## config.mk

```make
export PLATFORM = sky130hd
export DESIGN_NAME = uart_tx
export DESIGN_NICKNAME = d
export VERILOG_FILES = /design/src/rtl/uart_tx_pkg.sv /design/src/rtl/uart_baud_tick.sv /design/src/rtl/uart_tx.sv
export SDC_FILE = /design/constraint.sdc
export NUM_CORES = 1
export LEC_CHECK = 0
export CAP_MARGIN = 10
export CORE_MARGIN = 10
export CORE_UTILIZATION = 30
export CTS_CLUSTER_SIZE = 12
export DETAILED_ROUTE_END_ITERATION = 12
export SLEW_MARGIN = 5
export SYNTH_ARGS = -nofsm -noshare
export SYNTH_HDL_FRONTEND = slang
export SYNTH_SLANG_ARGS = --single-unit
export TNS_END_PERCENT = 5
```

## constraint.sdc

```tcl
create_clock -name CLK -period 2.8 [get_ports CLK]
set_clock_uncertainty 0.05 [all_clocks]
set_input_delay 0.84 -clock CLK [delete_from_list [all_inputs] [get_ports CLK]]
set_output_delay 0.84 -clock CLK [all_outputs]
set_load 0.02 [all_outputs]
```

## src/rtl/uart_tx_pkg.sv

```systemverilog
// rtl/uart_tx_pkg.sv - shared UART types, timing defaults and helpers
//
// Shared by uart_tx and its receive counterpart. Both sides must use the
// same prescaler for a working link.
//   tx_state_e             : transmitter FSM state encoding
//   UART_DEFAULT_PRESCALER : default clock cycles per bit
//   cnt_width()            : bit width of a down-counter that holds PRESCALER-1

package uart_tx_pkg;

    typedef enum logic [1:0] {
        ST_IDLE  = 2'd0,
        ST_START = 2'd1,
        ST_DATA  = 2'd2,
        ST_STOP  = 2'd3
    } tx_state_e;

    localparam int unsigned UART_DEFAULT_PRESCALER = 1155;

    function automatic int unsigned cnt_width(input int unsigned p);
        return (p < 2) ? 1 : $clog2(p);
    endfunction

endpackage

```

## src/rtl/uart_baud_tick.sv

```systemverilog
// rtl/uart_baud_tick.sv - loadable bit-period down-counter with tick at zero
//
// Ports:
//   clk    in  system clock, rising edge
//   rst_n  in  asynchronous active-low reset (counter -> PRESCALER-1)
//   hold   in  keep the counter parked at PRESCALER-1 (idle line)
//   reload in  restart the bit period at PRESCALER-1
//   tick   out high for the one cycle the counter sits at zero

module uart_baud_tick
    import uart_tx_pkg::*;
#(
    parameter int unsigned PRESCALER = UART_DEFAULT_PRESCALER
) (
    input  logic clk,
    input  logic rst_n,
    input  logic hold,
    input  logic reload,
    output logic tick
);

    localparam int unsigned   CW  = cnt_width(PRESCALER);
    localparam logic [CW-1:0] TOP = CW'(PRESCALER - 1);

    logic [CW-1:0] cnt_q;
    logic [CW-1:0] cnt_d;

    // Saturates at zero; the only way back up is an explicit reload.
    always_comb begin
        cnt_d = cnt_q;
        if (hold || reload) begin
            cnt_d = TOP;
        end else if (cnt_q != '0) begin
            cnt_d = cnt_q - CW'(1);
        end
    end

    always_ff @(posedge clk or negedge rst_n) begin
        if (!rst_n) begin
            cnt_q <= TOP;
        end else begin
            cnt_q <= cnt_d;
        end
    end

    assign tick = (cnt_q == '0);

endmodule

```

## src/rtl/uart_tx.sv

```systemverilog
// rtl/uart_tx.sv - 8N1 UART transmitter with one-byte holding register
//
// Ports:
//   CLK   in  system clock, rising edge
//   RST   in  asynchronous active-low reset
//   STBi  in  producer strobe, DATi valid (held until ACKi)
//   DATi  in  byte to transmit
//   ACKi  out one-cycle pulse: DATi accepted into the holding register
//   TXD   out registered serial line, idles high, LSB first
//   BUSY  out registered: frame in progress or holding register full

module uart_tx
    import uart_tx_pkg::*;
#(
    parameter int unsigned PRESCALER = UART_DEFAULT_PRESCALER
) (
    input  logic       CLK,
    input  logic       RST,
    input  logic       STBi,
    input  logic [7:0] DATi,
    output logic       ACKi,
    output logic       TXD,
    output logic       BUSY
);

    tx_state_e  state_q, state_d;
    logic [2:0] bit_idx_q, bit_idx_d;
    logic [7:0] shift_q, shift_d;
    logic [7:0] hold_q, hold_d;
    logic       hold_vld_q, hold_vld_d;
    logic       ack_q, ack_d;
    logic       txd_q, txd_d;
    logic       busy_q, busy_d;

    logic       tick;
    logic       reload;
    logic       in_idle;

    assign in_idle = (state_q == ST_IDLE);

    uart_baud_tick #(
        .PRESCALER (PRESCALER)
    ) u_baud (
        .clk    (CLK),
        .rst_n  (RST),
        .hold   (in_idle),
        .reload (reload),
        .tick   (tick)
    );

    always_comb begin
        state_d    = state_q;
        bit_idx_d  = bit_idx_q;
        shift_d    = shift_q;
        hold_d     = hold_q;
        hold_vld_d = hold_vld_q;
        ack_d      = 1'b0;
        txd_d      = txd_q;
        reload     = 1'b0;

        case (state_q)
            ST_IDLE: begin
                if (hold_vld_q) begin
                    shift_d    = hold_q;
                    hold_vld_d = 1'b0;
                    txd_d      = 1'b0;
                    reload     = 1'b1;
                    state_d    = ST_START;
                end
            end
            ST_START: begin
                if (tick) begin
                    reload    = 1'b1;
                    txd_d     = shift_q[0];
                    shift_d   = {1'b0, shift_q[7:1]};
                    bit_idx_d = 3'd0;
                    state_d   = ST_DATA;
                end
            end
            ST_DATA: begin
                if (tick) begin
                    reload = 1'b1;
                    if (bit_idx_q == 3'd7) begin
                        txd_d   = 1'b1;
                        state_d = ST_STOP;
                    end else begin
                        txd_d     = shift_q[0];
                        shift_d   = {1'b0, shift_q[7:1]};
                        bit_idx_d = bit_idx_q + 3'd1;
                    end
                end
            end
            ST_STOP: begin
                if (tick) begin
                    reload = 1'b1;
                    // A queued byte chains straight into its start bit.
                    if (hold_vld_q) begin
                        shift_d    = hold_q;
                        hold_vld_d = 1'b0;
                        txd_d      = 1'b0;
                        state_d    = ST_START;
                    end else begin
                        txd_d   = 1'b1;
                        state_d = ST_IDLE;
                    end
                end
            end
            default: state_d = ST_IDLE;
        endcase

        // Accept looks at the registered valid, so a byte unloaded this
        // edge frees the register only for the following edge. Blocking on
        // ack_q keeps a producer that is still dropping STBi from resending.
        if (STBi && !hold_vld_q && !ack_q) begin
            hold_d     = DATi;
            hold_vld_d = 1'b1;
            ack_d      = 1'b1;
        end

        busy_d = (state_d != ST_IDLE) || hold_vld_d;
    end

    always_ff @(posedge CLK or negedge RST) begin
        if (!RST) begin
            state_q    <= ST_IDLE;
            bit_idx_q  <= 3'd0;
            shift_q    <= 8'h00;
            hold_q     <= 8'h00;
            hold_vld_q <= 1'b0;
            ack_q      <= 1'b0;
            txd_q      <= 1'b1;
            busy_q     <= 1'b0;
        end else begin
            state_q    <= state_d;
            bit_idx_q  <= bit_idx_d;
            shift_q    <= shift_d;
            hold_q     <= hold_d;
            hold_vld_q <= hold_vld_d;
            ack_q      <= ack_d;
            txd_q      <= txd_d;
            busy_q     <= busy_d;
        end
    end

    assign ACKi = ack_q;
    assign TXD  = txd_q;
    assign BUSY = busy_q;

endmodule

```

==> impl_metrics.csv <==
group,metric,value,unit
synthesis,synth_cell_types,48,
worst_setup_path,worst-path-max-fanout,2,
finish,syn_to_final_growth,17.95,%
grt,grt_pass1_vias,1304,
floorplan,start_util,30.54,%
worst_setup_path,path_cells,"clkdlybuf4s50_1",
cts,cts_tree,"built",
synthesis,synth_edf_count,0,
placement,dpl-instance-area,2153,sq um
floorplan,rows,29,
synthesis,ys_warn_count,0,
synthesis,synth.most_common_cell,"dfrtp_1",
cts,cts-hold-fix-buffers,0,
sta,hold_ws,0.4556,ns
sta,fin_crit_sh,82.22,%
worst_setup_path,r2r-end,"shift_q[5]",
worst_hold_path,whs_path_depth,1,
detailed_routing,drtPass1Iterations,4,
detailed_routing,ant_nets,0,
synthesis,synth_area,1917,sq um
cts,cts_buffer_depth,2,
grt,grt_pass1_wl,6078,um
sta,maxSlewHeadroom,58.97,%
synthesis,async_reset_ff_share,100.0,%
power,ir_drop,0.3027,mV
worst_hold_path,min-delay-start,"shift_q[4]",
detailed_routing,drtIter0Drc,23,
worst_setup_path,r2r_start,"u_baud.cnt_q[0]",
sta,rsz0062_at_grt,"no",
worst_setup_path,endpoint_kind,"primary output",
synthesis,synth_seq_area_share,47.26,%
placement,place_ws,0.5136,ns
sta,finalSetupViolCount,0,
sta,slew_viol_final,0,
grt,grt_overflow_total,0,
finish,diodes,0,
synthesis,synthTopCellsByArea,"dfrtp_1 42%, mux2_2 14%, dfstp_2 5.5%",
floorplan,dieArea,9987,sq um
finish,drive_gt1_share,29.55,%
worst_setup_path,crit_buf_inv,1,
grt,antenna_found_initial,0,
cts,clock_latency,0.29,ns
sta,timing.fmax,434.4,MHz
worst_setup_path,reg2regPathDepth,6,
floorplan,coreArea,6277,sq um
placement,dp_hpwl,2439,um
worst_setup_path,cp_slowest_cell,"clkdlybuf4s50_1",
finish,final_net_count,194,
grt,track_usage,7.350,%
floorplan,pin_count,14,
power,power_density,521.6,nW/um^2
finish,fin_cells,253,
synthesis,yosys.area.top_type,"dfrtp_1",
placement,dp.cells,245,
worst_setup_path,required,1.91,ns
synthesis,synth_cells,155,
worst_setup_path,setup.worst_path.start,"TXD",
worst_setup_path,r2r_slack,0.54,ns
worst_hold_path,hold_path_class,"reg -> reg",
sta,hold_viol_final,0,
cts,numCtsBuffers,5,
sta,setup_slack,0.4978,ns
synthesis,yosys-top-cells-count,"32 x dfrtp_1, 24 x mux2_2, 10 x nor2_1, 8 x ha_1, 6 x inv_1",
placement,port_buffers,13,
sta,setup-tns-final,0,ns
worst_setup_path,crit_type,"reg -> out",
power,fin_total_pwr,1.179,mW
synthesis,synthDominantCellAreaShare,41.78,%
run,max_cap_violations,0,
sta,period_minus_slack,2.302,ns
cts,clockRootBuffer,"clkbuf_8",
finish,final_design_area_no_fill,2261,sq um
detailed_routing,remaining_drc_errors,0,
floorplan,die_x,99.94,um
detailed_routing,wl_per_cell,13.45,um
synthesis,avgSynthCellArea,12.37,sq um
power,p_leak,0.9649,nW
detailed_routing,num_vias,1244,
cts,ctsResizeCount,0,
grt,grt_start_max_net_pins,37,
sta,tightest_slew,0.6127,ns
detailed_routing,wl,3402,um
cts,post_cts_buffers,0,
synthesis,synthesis.nets,174,
finish,utilization,36.02,%
worst_setup_path,critPathTopFamily,"buffers and inverters",
floorplan,die_h,99.94,um
detailed_routing,via_per_inst,4.917,
cts,htree_levels,2,
worst_hold_path,hold_end,"shift_q[4]",
worst_setup_path,cp_slowest_stage_delay,0.60,ns
placement,place.gp.congestion,0.8002,
run_status,status,"finished clean",
cts,clock-sinks,36,
synthesis,ys_ff_latch,36,
worst_setup_path,cp-start-kind,"flip-flop",
worst_setup_path,crit_arrival,1.41,ns
synthesis,ys.flop_type,"dfrtp_1",
cts,clk_pin_slew,0.07,ns
[per-layer routing]
metal	part of all wire [%]	GRT usage [%]	vias up
met5	0	0	-
met4	0.94	2.977	0
met3	3.6	2.541	3
met2	48	11.75	18
met1	47	8.811	619
li1	-	-	604
[area by class of cell]
| class | instances | area (sq um) |
|---|---|---|
| inverters | 6 | 22.52 |
| repair buffers | 16 | 152.6 |
| flip-flops and latches | 36 | 905.9 |
| fillers | 614 | 4016 |
| multi-input cells | 110 | 975.9 |
| clock inverters | 2 | 35.03 |
| well taps | 77 | 96.34 |
| clock buffers | 6 | 72.57 |
[registers in the layout (all words and copies together), names as in the netlist]
name	count
hold_q	8
ACKi	1
TXD	1
bit_idx_q	3
hold_vld_q	1
state_q	2
BUSY	1
u_baud.cnt_q	11
shift_q	8
[logic make-up (layout without fill, tap and decap cells)]
kind of cell    after synthesis  in the layout  synth area share, %
compound gates               26             26                11.62
flops                        36             36                47.26
simple gates                 42             42                15.21
xor+xnor                      8              8                3.655
mux                          26             26                15.21
fa+ha+maj                     8              8                5.222
buf+inv                       9             30                1.827
[worst max-delay path by stage]
| stage | to | cells past startpoint | slack (ns) |
|---|---|---|---|
| floorplan | shift_q[0] | 6 | 0.77 |
| global placement | BUSY | 6 | 0.59 |
| global route | shift_q[1] | 6 | 0.35 |
| CTS | TXD | 1 | 0.48 |
| finish | TXD | 1 | 0.50 |
| detailed placement | shift_q[5] | 6 | 0.51 |
[cells in the final DEF, fill, tap and decap left out, types with 2 or more instances in the layout]
cell type / synthesis / routed
mux2_2: 24 / 24
or3_1: 4 / 4
clkbuf_8: 0 / 5
nor2_1: 10 / 10
a21oi_1: 3 / 3
a22o_1: 2 / 2
nand2_1: 5 / 5
nor2b_1: 5 / 5
o21ai_0: 5 / 5
or2_2: 3 / 3
buf_4: 0 / 3
dfstp_2: 4 / 4
nor3_4: 2 / 2
xor2_1: 3 / 3
ha_1: 8 / 8
xnor2_1: 5 / 5
clkdlybuf4s50_1: 0 / 13
inv_1: 6 / 6
dfrtp_1: 32 / 32
nor3_1: 3 / 3
[power by group]
group / switching (mW) / leakage, nW / internal, mW
Clock: 0.186 / 0.0552 / 0.264
Sequential: 0.0347 / 0.437 / 0.587
Combinational: 0.0346 / 0.473 / 0.0725
Power figures use the tool's default switching activity.
